--- src/rtl/demux_tdm_tree.sv ---
// Pipelined 1-to-8 time-division demultiplexer: a slot counter tags each accepted
// sample with its channel, then a three-level registered 1:2 tree steers it to that channel.
module demux_tdm_tree #(
  parameter int WIDTH = 1
) (
  input  logic               clk,
  input  logic               rst,
  input  logic [WIDTH-1:0]   inp,
  input  logic               inValid,
  input  logic               frameSync,
  output logic [8*WIDTH-1:0] outp,
  output logic [7:0]         outValid,
  output logic               frameDone,
  output logic               frameErr,
  output logic [2:0]         slot
);

  logic [2:0]       slot_q, slot_d;
  logic [2:0]       ch_s;
  logic             frame_err_d;

  logic             in_v_q, in_v_d;
  logic [WIDTH-1:0] in_data_q, in_data_d;
  logic [2:0]       in_ch_q, in_ch_d;

  logic [1:0]       s1_v_q, s1_v_d;
  logic [WIDTH-1:0] s1_data_q [2];
  logic [WIDTH-1:0] s1_data_d [2];
  logic [1:0]       s1_sel_q [2];
  logic [1:0]       s1_sel_d [2];

  logic [3:0]       s2_v_q, s2_v_d;
  logic [WIDTH-1:0] s2_data_q [4];
  logic [WIDTH-1:0] s2_data_d [4];
  logic [3:0]       s2_sel_q, s2_sel_d;

  logic [WIDTH-1:0] chan_q [8];
  logic [WIDTH-1:0] chan_d [8];
  logic [7:0]       out_valid_q, out_valid_d;
  logic             frame_done_q, frame_done_d;
  logic             frame_err_q;

  // Slot assignment: a sync forces channel 0; a sync without data just rewinds the counter.
  always_comb begin
    ch_s        = frameSync ? 3'd0 : slot_q;
    frame_err_d = frameSync && (slot_q != 3'd0);
    in_v_d      = inValid;
    in_ch_d     = ch_s;
    if (inValid) begin
      slot_d    = ch_s + 3'd1;
      in_data_d = inp;
    end else if (frameSync) begin
      slot_d    = 3'd0;
      in_data_d = in_data_q;
    end else begin
      slot_d    = slot_q;
      in_data_d = in_data_q;
    end
  end

  // Tree level 1 splits on ch[2]; data only moves into a branch that becomes valid.
  always_comb begin
    for (int j = 0; j < 2; j++) begin
      s1_v_d[j]    = 1'b0;
      s1_data_d[j] = s1_data_q[j];
      s1_sel_d[j]  = s1_sel_q[j];
      if (in_v_q && (in_ch_q[2] == j[0])) begin
        s1_v_d[j]    = 1'b1;
        s1_data_d[j] = in_data_q;
        s1_sel_d[j]  = in_ch_q[1:0];
      end else begin
        s1_v_d[j]    = 1'b0;
      end
    end
  end

  // Tree level 2 splits on ch[1].
  always_comb begin
    for (int j = 0; j < 4; j++) begin
      s2_v_d[j]    = 1'b0;
      s2_data_d[j] = s2_data_q[j];
      s2_sel_d[j]  = s2_sel_q[j];
      if (s1_v_q[j/2] && (s1_sel_q[j/2][1] == j[0])) begin
        s2_v_d[j]    = 1'b1;
        s2_data_d[j] = s1_data_q[j/2];
        s2_sel_d[j]  = s1_sel_q[j/2][0];
      end else begin
        s2_v_d[j]    = 1'b0;
      end
    end
  end

  // Tree level 3 splits on ch[0] and updates the addressed channel register plus strobes.
  always_comb begin
    for (int k = 0; k < 8; k++) begin
      chan_d[k]      = chan_q[k];
      out_valid_d[k] = 1'b0;
      if (s2_v_q[k/2] && (s2_sel_q[k/2] == k[0])) begin
        chan_d[k]      = s2_data_q[k/2];
        out_valid_d[k] = 1'b1;
      end else begin
        out_valid_d[k] = 1'b0;
      end
    end
    frame_done_d = out_valid_d[7];
  end

  // State registers; reset discards in-flight samples and clears every channel.
  always_ff @(posedge clk) begin
    if (rst) begin
      slot_q       <= 3'd0;
      in_v_q       <= 1'b0;
      in_data_q    <= '0;
      in_ch_q      <= 3'd0;
      s1_v_q       <= 2'b00;
      s2_v_q       <= 4'b0000;
      s2_sel_q     <= 4'b0000;
      out_valid_q  <= 8'h00;
      frame_done_q <= 1'b0;
      frame_err_q  <= 1'b0;
      for (int j = 0; j < 2; j++) begin
        s1_data_q[j] <= '0;
        s1_sel_q[j]  <= 2'b00;
      end
      for (int j = 0; j < 4; j++) begin
        s2_data_q[j] <= '0;
      end
      for (int k = 0; k < 8; k++) begin
        chan_q[k] <= '0;
      end
    end else begin
      slot_q       <= slot_d;
      in_v_q       <= in_v_d;
      in_data_q    <= in_data_d;
      in_ch_q      <= in_ch_d;
      s1_v_q       <= s1_v_d;
      s2_v_q       <= s2_v_d;
      s2_sel_q     <= s2_sel_d;
      out_valid_q  <= out_valid_d;
      frame_done_q <= frame_done_d;
      frame_err_q  <= frame_err_d;
      for (int j = 0; j < 2; j++) begin
        s1_data_q[j] <= s1_data_d[j];
        s1_sel_q[j]  <= s1_sel_d[j];
      end
      for (int j = 0; j < 4; j++) begin
        s2_data_q[j] <= s2_data_d[j];
      end
      for (int k = 0; k < 8; k++) begin
        chan_q[k] <= chan_d[k];
      end
    end
  end

  // Pack channel registers onto the flat output bus.
  always_comb begin
    outp = '0;
    for (int k = 0; k < 8; k++) begin
      outp[k*WIDTH +: WIDTH] = chan_q[k];
    end
  end

  assign outValid  = out_valid_q;
  assign frameDone = frame_done_q;
  assign frameErr  = frame_err_q;
  assign slot      = slot_q;

endmodule
--- config.mk ---
export PLATFORM = sky130hd
export DESIGN_NAME = demux_tdm_tree
export DESIGN_NICKNAME = d
export VERILOG_FILES = /design/src/rtl/demux_tdm_tree.sv
export SDC_FILE = /design/constraint.sdc
export NUM_CORES = 1
export LEC_CHECK = 0
export CAP_MARGIN = 10
export CORE_MARGIN = 2
export CORE_UTILIZATION = 45
export CTS_BUF_LIST = sky130_fd_sc_hd__clkbuf_2 sky130_fd_sc_hd__clkbuf_4 sky130_fd_sc_hd__clkbuf_8
export DETAILED_ROUTE_END_ITERATION = 7
export PLACE_DENSITY = 0.74
export RECOVER_POWER = 25
export SETUP_SLACK_MARGIN = 0.3
export SYNTH_ARGS = -nofsm -noshare
export SYNTH_HDL_FRONTEND = slang
export SYNTH_SLANG_ARGS = --single-unit
--- constraint.sdc ---
create_clock -name clk -period 1.3 [get_ports clk]
set_clock_uncertainty 0.2 [all_clocks]
set_input_delay 0.26 -clock clk [delete_from_list [all_inputs] [get_ports clk]]
set_output_delay 0.26 -clock clk [all_outputs]
set_load 0.05 [all_outputs]
==> run summary, run 1 <==
=================================================================================
Max clock buf depth                                                             2
Power density normalized to cell area                                919.0 nW/µm²
Total number of H-tree levels                                                   2
Worst endpoint data arrival time                                           900 ps
Cell family with most CP delay                                         flip-flops
Via Count                                                                    1301
Routability-driven placement congestion ratio                              0.7060
Synth area leaders                                                   dfxtp_1, mux2i_1, nand2_1
Post-synth net total                                                          164
Cell with the biggest individual delay on the critical path               dfxtp_4
Post-layout instance count excluding filler cells                             256
Global-route usage over all layers                                         18.05%
DRC                                                                             0
Worst setup path start                                               outValid[7]$_SDFF_PP0_
Die Width                                                                62.91 µm
Post-synth top flop                                                       dfxtp_1
Fin worst setup slack                                                   -64.71 ps
Total gr overflow                                                               0
Yosys warning total                                                             0
Post-layout minimum cycle time                                            1365 ps
Final Hold Viols                                                                0
Worst vdd ir                                                            0.8693 mV
Achievable Freq                                                         732.8 MHz
Number of nets in the finished design                                         215
Unique masters post-synth                                                      21
Number of iterations in the first detailed-routing pass                         4
Total chip power                                                         2.442 mW
Area added between synthesis and finish                                    70.19%
CTS tree                                                                    built
Largest net degree at the start of global routing                              18
Total Neg Setup Slack                                                   -682.3 ps
Yosys reg bits                                                                 45
Antenna violations before repair                                                0
Number of maximum-capacitance constraint violations                             0
Static leakage power                                                     1.070 nW
Effective utilization at floorplan                                         46.79%
Slew at the pin closest to its max-slew limit                            375.1 ps
Number of buffer and inverter instances along the worst setup path              1
Synth area leader                                                         dfxtp_1
Commonest non-fill, non-tap cells in the layout                      dfxtp_2, buf_12, nor2_1
Critical path startpoint category                                            flop
Synthesized instance count                                                    158
Avg Inst Size Synth                                                     9.883 µm²
Min-Delay Path Class                                                    in -> reg
DR WL/cell                                                               14.58 µm
Die height                                                               62.91 µm
Final setup viols                                                              21
List of cells traversed by the critical path                               buf_12
Result of the run                                                    finished with violations
Port bufs                                                                      25
Area fraction of the dominant cell type after synthesis                    57.69%
Worst skew pair latency                                                    370 ps
Worst setup EP type                                                  primary output
Core Rows                                                                      21
Category of the most critical setup path                               reg -> out
Clock buffer count from CTS                                                     5
Total wire length after detailed routing                                 3.733 mm
Vias per inst                                                               5.082
Ratio of final minimum period to clock period                              105.0%
Root buffer selected by CTS                                              clkbuf_4
Netlist area before placement                                            1561 µm²
Critical-path maximum fanout                                                    2
Filler cell count                                                             194
Peak per-stage delay on the critical path                                  400 ps
Clk pin slew, worst setup/hold paths                                       140 ps
Initial DRC count                                                              41
RSZ-0062 raised after global routing                                         true
Finished Core Util                                                         79.64%
Worst hold slack across all endpoints                                    245.0 ps
Required time at the endpoint of the critical path                         840 ps
Count of pins over their slew limit                                             0
Placed insts                                                                  231
Number of clock sinks                                                          45
Count of inserted antenna diode cells                                           0
Core area                                                                3337 µm²
Number of enable-type register cells in the synthesized netlist                 0
HPWL Detailed                                                            1.967 mm
Failing checks                                                       negative setup slack
Hold Path Origin                                                          inValid
First-pass GRT wire length                                               5.554 mm
R2r startpoint                                                       slot[0]$_SDFF_PP0_
Number of global-route vias before repair                                    1245
Share of layout cells above drive strength 1                               63.81%
Share of the yosys chip area belonging to registers                        57.69%
Routed Antenna Nets                                                             0
Max transition margin                                                      74.99%
Number of top-level pins                                                       26
Async set-or-reset flop fraction in the synthesized netlist                    0%
Die Area                                                                 3957 µm²
Leading cell type in the layout, fill and taps excluded                   dfxtp_2
=================================================================================
timing repair:
action,4_1_cts,5_1_grt
setup buffers,13,3
hold endpoints to repair,0,0
setup endpoints to repair,55,49
hold buffers,0,0
pin swaps,6,21
cloned,1,0
resized for setup,29,48
synthesized netlist by cell type, types with 2 or more instances:
cell type / count
and2b_2: 2
mux2i_1: 10
dfxtp_1: 45
nand3_1: 11
buf_2: 3
xnor2_1: 2
nand2b_1: 5
nor3b_1: 5
a21oi_1: 14
nand2_1: 25
nor2_1: 18
and3b_1: 4
buf_6: 2
nor2b_1: 5
per-stage QoR:
stage	setup WS (ps)	instance area, µm²
2_1_floorplan	-5.058	1630
3_3_place_gp	-348.5	2183
6_report	-64.71	2658
4_1_cts	-49.41	2489
3_5_place_dp	-432.9	2183
5_1_grt	-96.24	2658
final timing paths:
kind         slack (ps)  cells past startpoint                   endpoint
max                 -60                      1                outValid[7]
min                 240                      2          in_v_q$_SDFF_PP0_
max reg2reg         -30                      4         slot[1]$_SDFF_PP0_
min reg2reg         280                      2  chan_q[0][3]$_SDFFE_PP0P_
report_power, final:
group | total (mW) | switching (mW) | internal (mW)
combinational | 0.165 | 0.0793 | 0.0853
clock | 0.879 | 0.449 | 0.430
sequential | 1.40 | 0.0189 | 1.38
kinds of logic (layout without fill, tap and decap cells):
family,after synthesis,in the layout,synth area share (%)
and+or+nand+nor,79,79,26.28
DFF,45,45,57.69
AOI/OAI and AO/OA,14,14,4.487
muxes,10,10,6.411
buffers and inverters,7,59,3.205
xor gates and xnor gates,2,2,1.122
adders and majority gates,1,1,0.8012
sequential cells by signal, summed over array words and instances (netlist names), 2 cells and up:
signal     count
chan_q         8
in_ch_q        3
outValid       8
s1_data_q      2
s1_sel_q       4
s1_v_q         2
s2_data_q      4
s2_sel_q       4
s2_v_q         4
slot           3
final cells by class:
type                    instances  area, µm²  share of cell area (%)
flip-flops and latches         45      962.2                   36.21
clock buffers                   6      45.04                   1.695
repair buffers                 51      720.7                   27.12
well taps                      46      57.56                   2.166
clock inverters                 2      38.79                   1.460
multi-input cells             106      833.3                   31.36
per-layer routing:
| layer | wire length (µm) | global-route usage, % |
|---|---|---|
| met5 | 0 | 0 |
| met2 | 2028 | 35.77 |
| met1 | 1417 | 17.81 |
| met4 | 107 | 5.278 |
| met3 | 179 | 5.045 |
Power figures use the tool's default switching activity.
==> run 2, diff against run 1 <==
- CORE_MARGIN: 2 -> unset
==> run summary, run 2 (synthesis results as in run 1) <==
=================================================================================
Category of the most critical setup path                               reg -> out
Final Hold Viols                                                                0
Share of power burned in the clock network                                  29.7%
Max clock buf depth                                                             2
Number of clock sinks                                                          45
Antenna violations before repair                                                0
Routability-driven placement congestion ratio                              0.7098
Finished Core Util                                                         77.05%
Required time at the endpoint of the critical path                         840 ps
Root buffer selected by CTS                                              clkbuf_4
Setup slack of the most critical reg-to-reg path                           -10 ps
Vias per inst                                                               4.945
Worst vdd ir                                                            0.8631 mV
Number of nets in the finished design                                         214
Routed met2 length                                                       1.885 mm
Result of the run                                                    finished with violations
Leading cell type in the layout, fill and taps excluded                   dfxtp_2
RSZ-0062 raised after global routing                                         true
Number of top-level pins                                                       26
Design internal power                                                    1.671 mW
Total routed wire length on the met1 layer                               1.406 mm
Die height                                                               60.91 µm
Worst setup path start                                               outValid[7]$_SDFF_PP0_
Effective utilization at floorplan                                         46.79%
List of cells traversed by the critical path                               buf_12
Part of the total power dissipated in sequential elements                   63.0%
Clock buffer count from CTS                                                     5
Area of all placed cells without fillers                                 2571 µm²
Commonest non-fill, non-tap cells in the layout                      dfxtp_2, buf_12, nor2_1
Cell with the biggest individual delay on the critical path               dfxtp_4
Min-Delay Path Class                                                    in -> reg
Clk pin slew, worst setup/hold paths                                       120 ps
Worst hold path stage count                                                     2
Largest net degree at the start of global routing                              17
Count of cells along the worst register-to-register path                        4
Worst setup EP type                                                  primary output
Core Rows                                                                      21
Worst skew pair latency                                                    370 ps
End point of the most critical hold path                             in_v_q$_SDFF_PP0_
Number of maximum-capacitance constraint violations                             0
Post-layout minimum cycle time                                            1347 ps
Die Width                                                                60.91 µm
Die Area                                                                 3709 µm²
Cell family with most CP delay                                         flip-flops
First-pass GRT wire length                                               5.016 mm
Count of inserted antenna diode cells                                           0
Fin worst setup slack                                                   -46.85 ps
DRC                                                                             0
Count of pins over their slew limit                                             0
Failing checks                                                       negative setup slack
Critical path startpoint category                                            flop
Hold Path Origin                                                          inValid
Area added between synthesis and finish                                    64.66%
Number of buffer and inverter instances along the worst setup path              1
Total Neg Setup Slack                                                   -559.4 ps
Switching Power                                                         0.5475 mW
Max transition margin                                                      77.54%
Port bufs                                                                      25
Peak per-stage delay on the critical path                                  390 ps
Worst endpoint data arrival time                                           890 ps
Slew at the pin closest to its max-slew limit                            336.9 ps
Switching share of power                                                   24.68%
Post-layout instance count excluding filler cells                             255
Total gr overflow                                                               0
Number of global-route vias before repair                                    1118
Static leakage power                                                     1.035 nW
Via Count                                                                    1261
Final setup viols                                                              21
Share of layout cells above drive strength 1                               59.81%
Placed insts                                                                  233
Routed Antenna Nets                                                             0
Ratio of final minimum period to clock period                              103.6%
Initial DRC count                                                              20
Total wire length after detailed routing                                 3.509 mm
Worst reg2reg path endpoint                                          slot[1]$_SDFF_PP0_
Critical-path maximum fanout                                                    2
Global-route usage over all layers                                         19.42%
Number of iterations in the first detailed-routing pass                         4
HPWL Detailed                                                            1.972 mm
CTS tree                                                                    built
Power density normalized to cell area                                863.0 nW/µm²
R2r startpoint                                                       slot[0]$_SDFF_PP0_
Uppermost signal routing layer after detailed routing                        met4
Placed instance area                                                     2186 µm²
Fraction of power consumed by combinational cells                            7.3%
Core area                                                                3337 µm²
Total chip power                                                         2.219 mW
DR WL/cell                                                               13.76 µm
Routed length on met3                                                      142 µm
Achievable Freq                                                         742.5 MHz
Total number of H-tree levels                                                   2
=================================================================================
run 2: layout make-up:
class	instances	area, µm²
Clock buffer	5	37.54
Multi-Input combinational cell	106	797.0
Tap cell	46	57.56
Fill cell	220	765.7
Clock inverter	3	16.27
Sequential cell	45	958.4
Timing Repair Buffer	50	704.4
run 2: how the worst max path moves through the flow:
stage / end / slack [ps] / depth (start not counted)
2_1_floorplan: slot[1]$_SDFF_PP0_ / -5 / 4
3_3_place_gp: slot[2]$_SDFF_PP0_ / -350 / 6
3_5_place_dp: slot[1]$_SDFF_PP0_ / -410 / 5
4_1_cts: frameDone / -50 / 1
5_1_grt: outp[5] / -80 / 1
6_report: frameDone / -50 / 1
run 2: metrics by stage:
stage / hold WS (ps) / setup slack [ps]
floorplan: 207.2 / -5.058
global placement: 239.6 / -353.5
detailed placement: 243.1 / -410.6
CTS: 219.0 / -50.73
global route: 237.6 / -78.42
finish: 248.8 / -46.85
run 2: power groups by stage:
stage | Clock, mW | Combinational [mW] | Sequential (mW)
global route | 0.734 | 0.171 | 1.40
global placement | 0 | 0.133 | 1.43
floorplan | 0 | 0.0590 | 1.45
finish | 0.659 | 0.161 | 1.40
CTS | 0.651 | 0.159 | 1.40
detailed placement | 0 | 0.138 | 1.43
run 2: worst reg2reg max path, cell delays in order (launching register included):
cell and delay, ps:
dfxtp_4 380, and2b_2 230, ha_4 210, mux2i_1 140, nor2_1 50
run 2: repair_timing:
item                                    CTS  global route
setup buffers                            10             3
endpoints found under the hold margin     0             0
resized for setup                        21            44
endpoints found under the setup margin   56            48
gates cloned                              1             0
hold buffers                              0             0
pin swaps                                 3            11
run 2: layer usage:
layer,vias to the layer above,global-route usage [%]
met1,602,20.64
met5,-,0
met2,33,34.85
met4,0,8.766
li1,619,-
met3,7,6.397
